$ cat src/rtl/serial_seq_detector.sv
// Serial bit-stream detector: flags every (overlapping) occurrence of PATTERN,
// first-received bit at PATTERN[SEQ_LEN-1], with one-cycle registered latency.
module serial_seq_detector #(
  parameter int unsigned        SEQ_LEN = 4,
  parameter logic [SEQ_LEN-1:0] PATTERN = 4'b1101
) (
  input  logic clk,
  input  logic rst,
  input  logic SIn,
  output logic detected
);

  localparam int unsigned     CW   = $clog2(SEQ_LEN + 1);
  localparam logic [CW-1:0]   FULL = CW'(SEQ_LEN);

  logic [SEQ_LEN-1:0] r_hist;
  logic [SEQ_LEN-1:0] w_hist_next;
  logic [CW-1:0]      r_cnt;
  logic [CW-1:0]      w_cnt_next;
  logic               w_match;

  // Next history/fill state; fill count gates matches so cleared history never fires
  always_comb begin
    w_hist_next = {r_hist[SEQ_LEN-2:0], SIn};
    w_cnt_next  = r_cnt;
    if (r_cnt < FULL) begin
      w_cnt_next = r_cnt + CW'(1);
    end else begin
      w_cnt_next = r_cnt;
    end
    w_match = (w_cnt_next == FULL) && (w_hist_next == PATTERN);
  end

  // State and registered detect flag
  always_ff @(posedge clk or negedge rst) begin
    if (!rst) begin
      r_hist   <= '0;
      r_cnt    <= '0;
      detected <= 1'b0;
    end else begin
      r_hist   <= w_hist_next;
      r_cnt    <= w_cnt_next;
      detected <= w_match;
    end
  end

endmodule

$ cat config.mk
export PLATFORM = sky130hd
export DESIGN_NAME = serial_seq_detector
export DESIGN_NICKNAME = d
export VERILOG_FILES = /design/src/rtl/serial_seq_detector.sv
export SDC_FILE = /design/constraint.sdc
export NUM_CORES = 1
export LEC_CHECK = 0
export CAP_MARGIN = 5
export CORE_AREA = 2 2 39 41
export DETAILED_ROUTE_END_ITERATION = 12
export DIE_AREA = 0 0 41 43
export GPL_TIMING_DRIVEN = 0
export SLEW_MARGIN = 30
export SYNTH_ARGS = -nofsm -noshare
export SYNTH_HDL_FRONTEND = slang
export SYNTH_SLANG_ARGS = --single-unit
export TNS_END_PERCENT = 10
$ cat constraint.sdc
create_clock -name clk -period 2.8 [get_ports clk]
set_clock_uncertainty 0.1 [all_clocks]
set_input_delay 0.56 -clock clk [delete_from_list [all_inputs] [get_ports clk]]
set_output_delay 0.56 -clock clk [all_outputs]
set_load 0.03 [all_outputs]
==> results of run 1 <==
Yosys cell counts:
| cell type | n | area [µm²] |
|---|---|---|
| ha_1 | 1 | 12.5 |
| nor4b_4 | 1 | 23.8 |
| nand4b_1 | 1 | 8.76 |
| or2_1 | 1 | 6.26 |
| dfrtp_1 | 7 | 175 |
| mux2_4 | 1 | 15.0 |
| xnor2_1 | 1 | 8.76 |
layer usage:
metal	GRT usage	part of all wire	up-vias
met5	0	0	-
met4	0.0600	0.057	0
met3	0.0628	0.094	4
met2	0.0781	0.42	6
met1	0.0767	0.43	62
li1	-	-	61
worst reg2reg max path: cells and delay by family, from the launching register on:
family	cells	cell delay [ps]
muxes	1	290
adders and majority gates	1	290
and+or+nand+nor	1	240
DFF	1	390
flip-flops by register name (all words and copies together), names as in the netlist:
signal and count:
detected 1, r_cnt 3, r_hist 3
worst min-delay path by stage:
stage                          from  slack, ps         to  depth (start not counted)
after floorplan                 rst        160   detected                          0
after global placement    r_hist[0]        260  r_hist[1]                          0
after detailed placement  r_hist[0]        260  r_hist[1]                          0
after CTS                 r_hist[0]        270  r_hist[1]                          0
after global routing      r_hist[0]        290  r_hist[1]                          0
final                     r_hist[0]        260  r_hist[1]                          0
report_power, final:
group	switching, mW	internal [mW]
Clock	0.0384	0.0544
Sequential	0.00103	0.104
Combinational	0.00353	0.00387
layout make-up:
type | instances | area (µm²)
fill | 143 | 1060
tap | 16 | 20.0
sequential | 7 | 175
clock buffer | 4 | 26.3
multi-input combinational | 6 | 75.1
timing repair buffer | 3 | 30.0
logic make-up after synthesis:
kind of cell,count (synthesis)
adders and majority gates,1
DFF,7
muxes,1
xor gates and xnor gates,1
and+or+nand+nor,3
through the flow:
stage | hold WS (ps) | power (mW) | setup slack (ps) | utilization | cell area, µm²
global placement | 255 | 0.114 | 1180 | 0.217 | 300
global route | 291 | 0.218 | 848 | 0.236 | 327
floorplan | 164 | 0.108 | 1450 | - | 250
detailed placement | 259 | 0.114 | 1170 | 0.217 | 300
finish | 263 | 0.205 | 907 | 0.236 | 327
CTS | 268 | 0.212 | 886 | 0.236 | 327
==> qor.txt, run 1 <==
Layout Cells excl Fill - 36
hold_buf cts - 0
Clock transition at path regs - 60 ps
die area - 1760 µm²
adder-cell area share of the yosys netlist - 0.0500
CP Buf/Inv Count - 1
leading cell types in the layout, fill and taps excluded - 7 x dfrtp_1, 3 x clkbuf_4, 3 x clkdlybuf4s50_1
Rows - 14
Peak VDD IR - 0.281 mV
Worst Tran Pin Value - 333 ps
DR vias - 133
Post CTS Setup Buffer Count - 0
Core ar. - 1380 µm²
Placed Cells - 32
number of global-route vias before repair - 162
arrival time worst endpoint - 1230 ps
CTS H-tree depth - 1
DRC viols - 0
final WL - 403 µm
Crit path max-delay family - buffers and inverters
reg2reg end - detected
WP depth - 1
CP Max Fanout - 1
Synth Area in Compound Gates - 0
sequential fraction of the synthesis area - 0.700
fin crit share - 0.676
CTS buffer count - 3
Starting Density - 0.181
Critical Path Source - detected
count of unique library cells instantiated by Yosys - 7
#FFs+latches synth - 7
Setup violations, final - 0
Reg2Reg Setup Slack - 1410 ps
max frequency - 0.528 GHz
Slew HR - 0.776
max-cap violations - 0
PwrDens - 628 nW/µm²
share of post-route cells with drive strength above 1 - 0.250
main combinational cell family by area after synthesis - simple AND/OR/NAND/NOR gates
die height - 43 µm
type of destination of the critical path - output port
post-synthesis cell area - 250 µm²
GRT overflow - 0
crit path time final - 1890 ps
CP required - 2140 ps
first-pass iteration count of the detailed router - 2
TritonCTS Sinks - 7
IO Pins - 4
leakage - 0.149 nW
ANT nets after route - 0
CP Class - flip-flop to output port
most common cell after layout, fill and taps aside - dfrtp_1
Skew-Pair Late Insertion Delay - 250 ps
clock root cell - clkbuf_4
CP cell instances - clkdlybuf4s50_1
pin count of the biggest net entering global routing - 8
Antenna diodes - 0
first-pass GRT wire length - 703 µm
Cells after Synth - 13
initial antenna violation count - 0
drt via density - 3.69
maximum clock path buffer count - 2
xor/xnor share of the synthesized area - 0.0350
DIE WIDTH - 41 µm
Routability Congestion - 0.644
Worst path slowest cell - clkdlybuf4s50_1
RSZ-0062 raised after global routing - false
Final nets - 25
max-slew violation count - 0
Final Hold Vio Count - 0
Worst R2R Start - r_cnt[0]
worst stage delay on the critical path - 660 ps
port buffer count - 3
Ys Warns - 0
WL per Instance - 11.2 µm
syn nets - 17
simple logic cell fraction of the synthesized area - 0.155
hold crit path type - flip-flop to flip-flop
GRT Total Usage - 0.0701
synthesis-to-layout area growth - 30.5%
status - finished, final reports clean
average size of a mapped cell - 19.2 µm²
post-synthesis mux area share - 0.0600
critical path capture point - detected
final setup TNS - 0 ps
Iter 0 DRT Violations - 1
post-CTS sizing - 0
Reg2Reg Depth - 3
crit start category - flip-flop
CTS tree - done
Note: power is estimated with default switching activity, not from simulation.
==> inputs of run 2 (changes only) <==
Clock period 2.8 ns to 1.7 ns, I/O delays scaled along.
==> run 2 against run 1 <==
Against the previous run: design area rose by 0.77%; combinational power rose by 64%; sequential cell count did not move; largest power group unchanged; worst hold slack got worse by 16 ps; via count did not move; sequential power rose by 65%; critical path type is now flip-flop to flip-flop; routed wire length rose by 0.50%.
==> qor.txt, run 2 (synthesized netlist as in run 1, its figures left out) <==
port buffer count - 3 (unchanged)
share of post-route cells with drive strength above 1 - 0.250 (unchanged)
TritonCTS Sinks - 7 (unchanged)
Worst path slowest cell - dfrtp_1 (was clkdlybuf4s50_1)
Rows - 14 (unchanged)
first-pass GRT wire length - 703 µm (unchanged)
CP cell instances - ha_1, mux2_4, nor4b_4 (was clkdlybuf4s50_1)
WP depth - 3 (was 1)
Crit path max-delay family - flip-flops (was buffers and inverters)
final WL - 405 µm (was 403 µm)
Peak VDD IR - 0.463 mV (was 0.281 mV)
die area - 1760 µm² (unchanged)
DRC viols - 0 (unchanged)
RSZ-0062 raised after global routing - false (unchanged)
max-slew violation count - 0 (unchanged)
arrival time worst endpoint - 1460 ps (was 1230 ps)
PwrDens - 1030 nW/µm² (was 628 nW/µm²)
synthesis-to-layout area growth - 31.5% (was 30.5%)
switching share of power - 0.210 (was 0.209)
CP Max Fanout - 2 (was 1)
Iter 0 DRT Violations - 1 (unchanged)
DIE WIDTH - 41 µm (unchanged)
Worst Tran Pin Value - 333 ps (unchanged)
max frequency - 0.720 GHz
final setup TNS - 0 ps (unchanged)
type of destination of the critical path - flip-flop (was output port)
largest registers - r_cnt x3, r_hist x3, detected x1 (unchanged)
share of power burned in the clock network - 0.453 (about the same)
post-route setup slack - 311 ps (was 907 ps)
Final Hold Vio Count - 0 (unchanged)
Core ar. - 1380 µm² (unchanged)
Starting Density - 0.181 (unchanged)
total internal power - 0.267 mW (was 0.162 mW)
Reg2Reg Depth - 3 (unchanged)
CP required - 1770 ps (was 2140 ps)
Antenna diodes - 0 (unchanged)
Slew HR - 0.776 (unchanged)
leakage - 0.167 nW (was 0.149 nW)
Setup violations, final - 0 (unchanged)
max-cap violations - 0 (unchanged)
most common cell after layout, fill and taps aside - dfrtp_1 (unchanged)
CTS tree - done (unchanged)
CTS H-tree depth - 1 (unchanged)
initial antenna violation count - 0 (unchanged)
drt via density - 3.69 (unchanged)
fin crit share - 0.817
clock root cell - clkbuf_4 (unchanged)
Skew-Pair Late Insertion Delay - 250 ps (about the same)
Final nets - 25 (unchanged)
GRT overflow - 0 (unchanged)
WL per Instance - 11.3 µm (was 11.2 µm)
CTS buffer count - 3 (unchanged)
hold crit path type - input pin to asynchronous set/reset pin (was flip-flop to flip-flop)
CP Class - flip-flop to flip-flop (was flip-flop to output port)
crit start category - flip-flop (unchanged)
DP Worst Slack - 294 ps (was 1170 ps)
DR vias - 133 (unchanged)
first-pass iteration count of the detailed router - 2 (unchanged)
IO Pins - 4 (unchanged)
GRT Total Usage - 0.0701 (unchanged)
leading cell types in the layout, fill and taps excluded - 7 x dfrtp_1, 3 x clkbuf_4, 2 x clkdlybuf4s50_1 (was 7 x dfrtp_1, 3 x clkbuf_4, 3 x clkdlybuf4s50_1)
pin count of the biggest net entering global routing - 8 (unchanged)
CP Buf/Inv Count - 0 (was 1)
number of global-route vias before repair - 162 (unchanged)
P_sw - 0.0708 mW (was 0.0430 mW)
ANT nets after route - 0 (unchanged)
Logic pwr share - 0.036 (about the same)
die height - 43 µm (unchanged)
crit path time final - 1390 ps
status - finished, final reports clean (unchanged)
maximum clock path buffer count - 2 (unchanged)
worst stage delay on the critical path - 390 ps (was 660 ps)
Clock transition at path regs - 60 ps (about the same)
Flop pwr share - 0.511 (about the same)
Routability Congestion - 0.644 (unchanged)
## run 2: cell type report
class | count | area (µm²)
multi-input combinational | 6 | 75.1
clock buffer | 4 | 26.3
tap | 16 | 20.0
timing repair buffer | 3 | 32.5
sequential | 7 | 175
fill | 142 | 1050
## run 2: path summary, 6_finish.rpt
kind / end / slack [ps] / startpoint
max: detected / 310 / r_cnt[0]
min: r_hist[1] / 250 / rst
max reg2reg: detected / 310 / r_cnt[0]
min reg2reg: r_hist[1] / 260 / r_hist[0]
max in group asynchronous: r_hist[0] / 1000 / rst
min in group clk: r_hist[1] / 260 / r_hist[0]
## run 2: power by group through the flow
stage | logic, mW | registers [mW] | clock network, mW
floorplan | 0.00186 | 0.176 | 0
global placement | 0.0118 | 0.175 | 0
detailed placement | 0.0125 | 0.176 | 0
CTS | 0.0127 | 0.173 | 0.164
global route | 0.0135 | 0.173 | 0.172
finish | 0.0121 | 0.173 | 0.153
## run 2: through the flow
stage	hold slack (ps)	utilization	instances	power [mW]	cell area (µm²)
final	247	0.238	36	0.338	329
after global placement	255	0.217	32	0.187	300
after CTS	249	0.236	36	0.350	327
after floorplan	-55.6	-	13	0.178	250
after detailed placement	259	0.217	32	0.188	300
after global routing	263	0.238	36	0.358	329
## run 2: metal layers
metal,up-vias,global-route usage,routed length [µm]
met5,-,0,0
met1,62,0.0767,171
met3,4,0.0628,41
li1,61,-,-
met2,6,0.0781,169
met4,0,0.0600,23
## run 2: repair_timing
| action | in CTS | in global routing |
|---|---|---|
| hold buffers | 0 | 0 |
| setup endpoints to repair | 0 | 1 |
| setup buffers | 0 | 0 |
| resized for setup | 0 | 1 |
==> inputs of run 3 (changes only) <==
Clock period 1.7 ns to 1.3 ns, I/O delays scaled along.
==> run 3 against run 2 <==
Against the previous run: the flow now finishes with violations (negative setup slack); core utilization up 0.99 points; cell count up 5.6%; non-clock buffer count up 2; design area up 4.2%; clock power up 23%; largest power group unchanged; count of clock-buffer cells in the layout unchanged; critical path depth unchanged; setup slack worse by 380 ps; power up 27%; sequential cell count unchanged; critical endpoint unchanged; sequential share of layout area down 2.1 points; sequential power up 31%.
==> qor.txt, run 3 (synthesized netlist as in run 1, its figures left out) <==
status - complete, but fails checks (was finished, final reports clean)
failing checks - negative setup slack
GRT overflow - 0 (unchanged)
Peak VDD IR - 0.632 mV (was 0.463 mV)
crit start category - flip-flop (unchanged)
Starting Density - 0.181 (unchanged)
leakage - 0.160 nW (was 0.167 nW)
CP Max Fanout - 2 (unchanged)
Skew-Pair Late Insertion Delay - 240 ps (was 250 ps)
port buffer count - 3 (unchanged)
hold crit path type - input pin to asynchronous set/reset pin (unchanged)
Routability Congestion - 0.616 (was 0.644)
reg2reg end - detected (unchanged)
most common cell after layout, fill and taps aside - dfrtp_1 (unchanged)
DP Worst Slack - -75.9 ps (was 294 ps)
Core ar. - 1380 µm² (unchanged)
PwrDens - 1250 nW/µm² (was 1030 nW/µm²)
crit path time final - 1370 ps (was 1390 ps)
ANT nets after route - 0 (unchanged)
first-pass GRT wire length - 703 µm (unchanged)
Setup violations, final - 1 (was 0)
CP required - 1350 ps (was 1770 ps)
DIE WIDTH - 41 µm (unchanged)
CTS tree - done (unchanged)
Reg2Reg Depth - 3 (unchanged)
RSZ-0062 raised after global routing - true (was false)
Hold Slack - 169 ps (was 247 ps)
Worst R2R Start - r_cnt[1] (was r_cnt[0])
clock root cell - clkbuf_4 (unchanged)
type of destination of the critical path - flip-flop (unchanged)
post-route setup slack - -68.8 ps (was 311 ps)
Clock transition at path regs - 50 ps (was 60 ps)
max frequency - 0.731 GHz (was 0.720 GHz)
arrival time worst endpoint - 1420 ps (was 1460 ps)
CP cell instances - ha_1, mux2_4, nor4b_4 (unchanged)
DRC viols - 0 (unchanged)
worst stage delay on the critical path - 380 ps (was 390 ps)
largest registers - r_cnt x3, r_hist x3, detected x1 (unchanged)
Final Hold Vio Count - 0 (unchanged)
final WL - 396 µm (was 405 µm)
drt via density - 3.50 (was 3.69)
leading cell types in the layout, fill and taps excluded - 7 x dfrtp_1, 3 x clkbuf_4, 2 x clkdlybuf4s50_1, 2 x buf_4 (was 7 x dfrtp_1, 3 x clkbuf_4, 2 x clkdlybuf4s50_1)
CP Buf/Inv Count - 0 (unchanged)
first-pass iteration count of the detailed router - 2 (unchanged)
pin count of the biggest net entering global routing - 8 (unchanged)
Worst path slowest cell - dfrtp_1 (unchanged)
share of post-route cells with drive strength above 1 - 0.364 (was 0.250)
max-cap violations - 0 (unchanged)
Iter 0 DRT Violations - 1 (unchanged)
Tot Pwr - 0.430 mW (was 0.338 mW)
IO Pins - 4 (unchanged)
synthesis-to-layout area growth - 37.0% (was 31.5%)
TritonCTS Sinks - 7 (unchanged)
Final nets - 27 (was 25)
Crit path max-delay family - flip-flops (unchanged)
CTS buffer count - 3 (unchanged)
number of global-route vias before repair - 168 (was 162)
die area - 1760 µm² (unchanged)
DR vias - 133 (unchanged)
Reg2Reg Setup Slack - -70 ps (was 310 ps)
Placed Cells - 32 (unchanged)
CTS H-tree depth - 1 (unchanged)
die height - 43 µm (unchanged)
GRT Total Usage - 0.0671 (was 0.0701)
fin crit share - 1.05 (was 0.817)
Layout Cells excl Fill - 38 (was 36)
Final Util - 0.248 (was 0.238)
Slew HR - 0.740 (was 0.776)
maximum clock path buffer count - 2 (unchanged)
CP Class - flip-flop to flip-flop (unchanged)
Antenna diodes - 0 (unchanged)
Rows - 14 (unchanged)
Worst Tran Pin Value - 387 ps (was 333 ps)
max-slew violation count - 0 (unchanged)
initial antenna violation count - 0 (unchanged)
WL per Instance - 10.4 µm (was 11.3 µm)
==> run 3: area by class of cell <==
type,count,area [µm²]
clock buffer,4,26.3
fill,148,1040
multi-input combinational,6,75.1
sequential,7,175
tap,16,20.0
timing repair buffer,5,46.3
==> run 3: repair_timing <==
item / 4_1_cts / 5_1_grt
hold buffers: 0 / 0
pin swaps: 1 / 1
gates resized for setup: 3 / 0
endpoints found under the setup margin: 2 / 1
hold endpoints to repair: 0 / 0
setup buffers: 2 / 0
==> run 3: layer usage <==
metal / up-vias / part of all wire / global-route usage
met3: 0 / 0.071 / 0.0628
met5: - / 0 / 0
met4: 0 / 0 / 0.0200
met2: 4 / 0.54 / 0.100
li1: 63 / - / -
met1: 66 / 0.39 / 0.0638
==> run 3: worst max-delay path by stage <==
stage              from  slack (ps)  cells past startpoint       end
2_1_floorplan  r_cnt[1]           5                      3  detected
3_3_place_gp        SIn         -20                      3  detected
3_5_place_dp        SIn         -80                      3  detected
4_1_cts        r_cnt[0]         -70                      3  detected
5_1_grt        r_cnt[1]        -130                      3  detected
6_report       r_cnt[1]         -70                      3  detected
==> run 3: worst register-to-register path, stage by stage (launching register included) <==
cell and delay (ps):
dfrtp_1 380, ha_1 300, mux2_4 290, nor4b_4 210
==> run 3: metrics by stage <==
step                      setup TNS [ps]  instance area (µm²)
after floorplan                        0                  250
after global placement             -38.1                  300
after detailed placement            -105                  300
after CTS                          -68.9                  343
after global routing                -126                  343
final                              -68.8                  343
==> run 3: power breakdown <==
group          switching (mW)  internal, mW
combinational         0.00743       0.00838
clock                  0.0713         0.117
sequential            0.00214         0.224
total                  0.0809         0.349
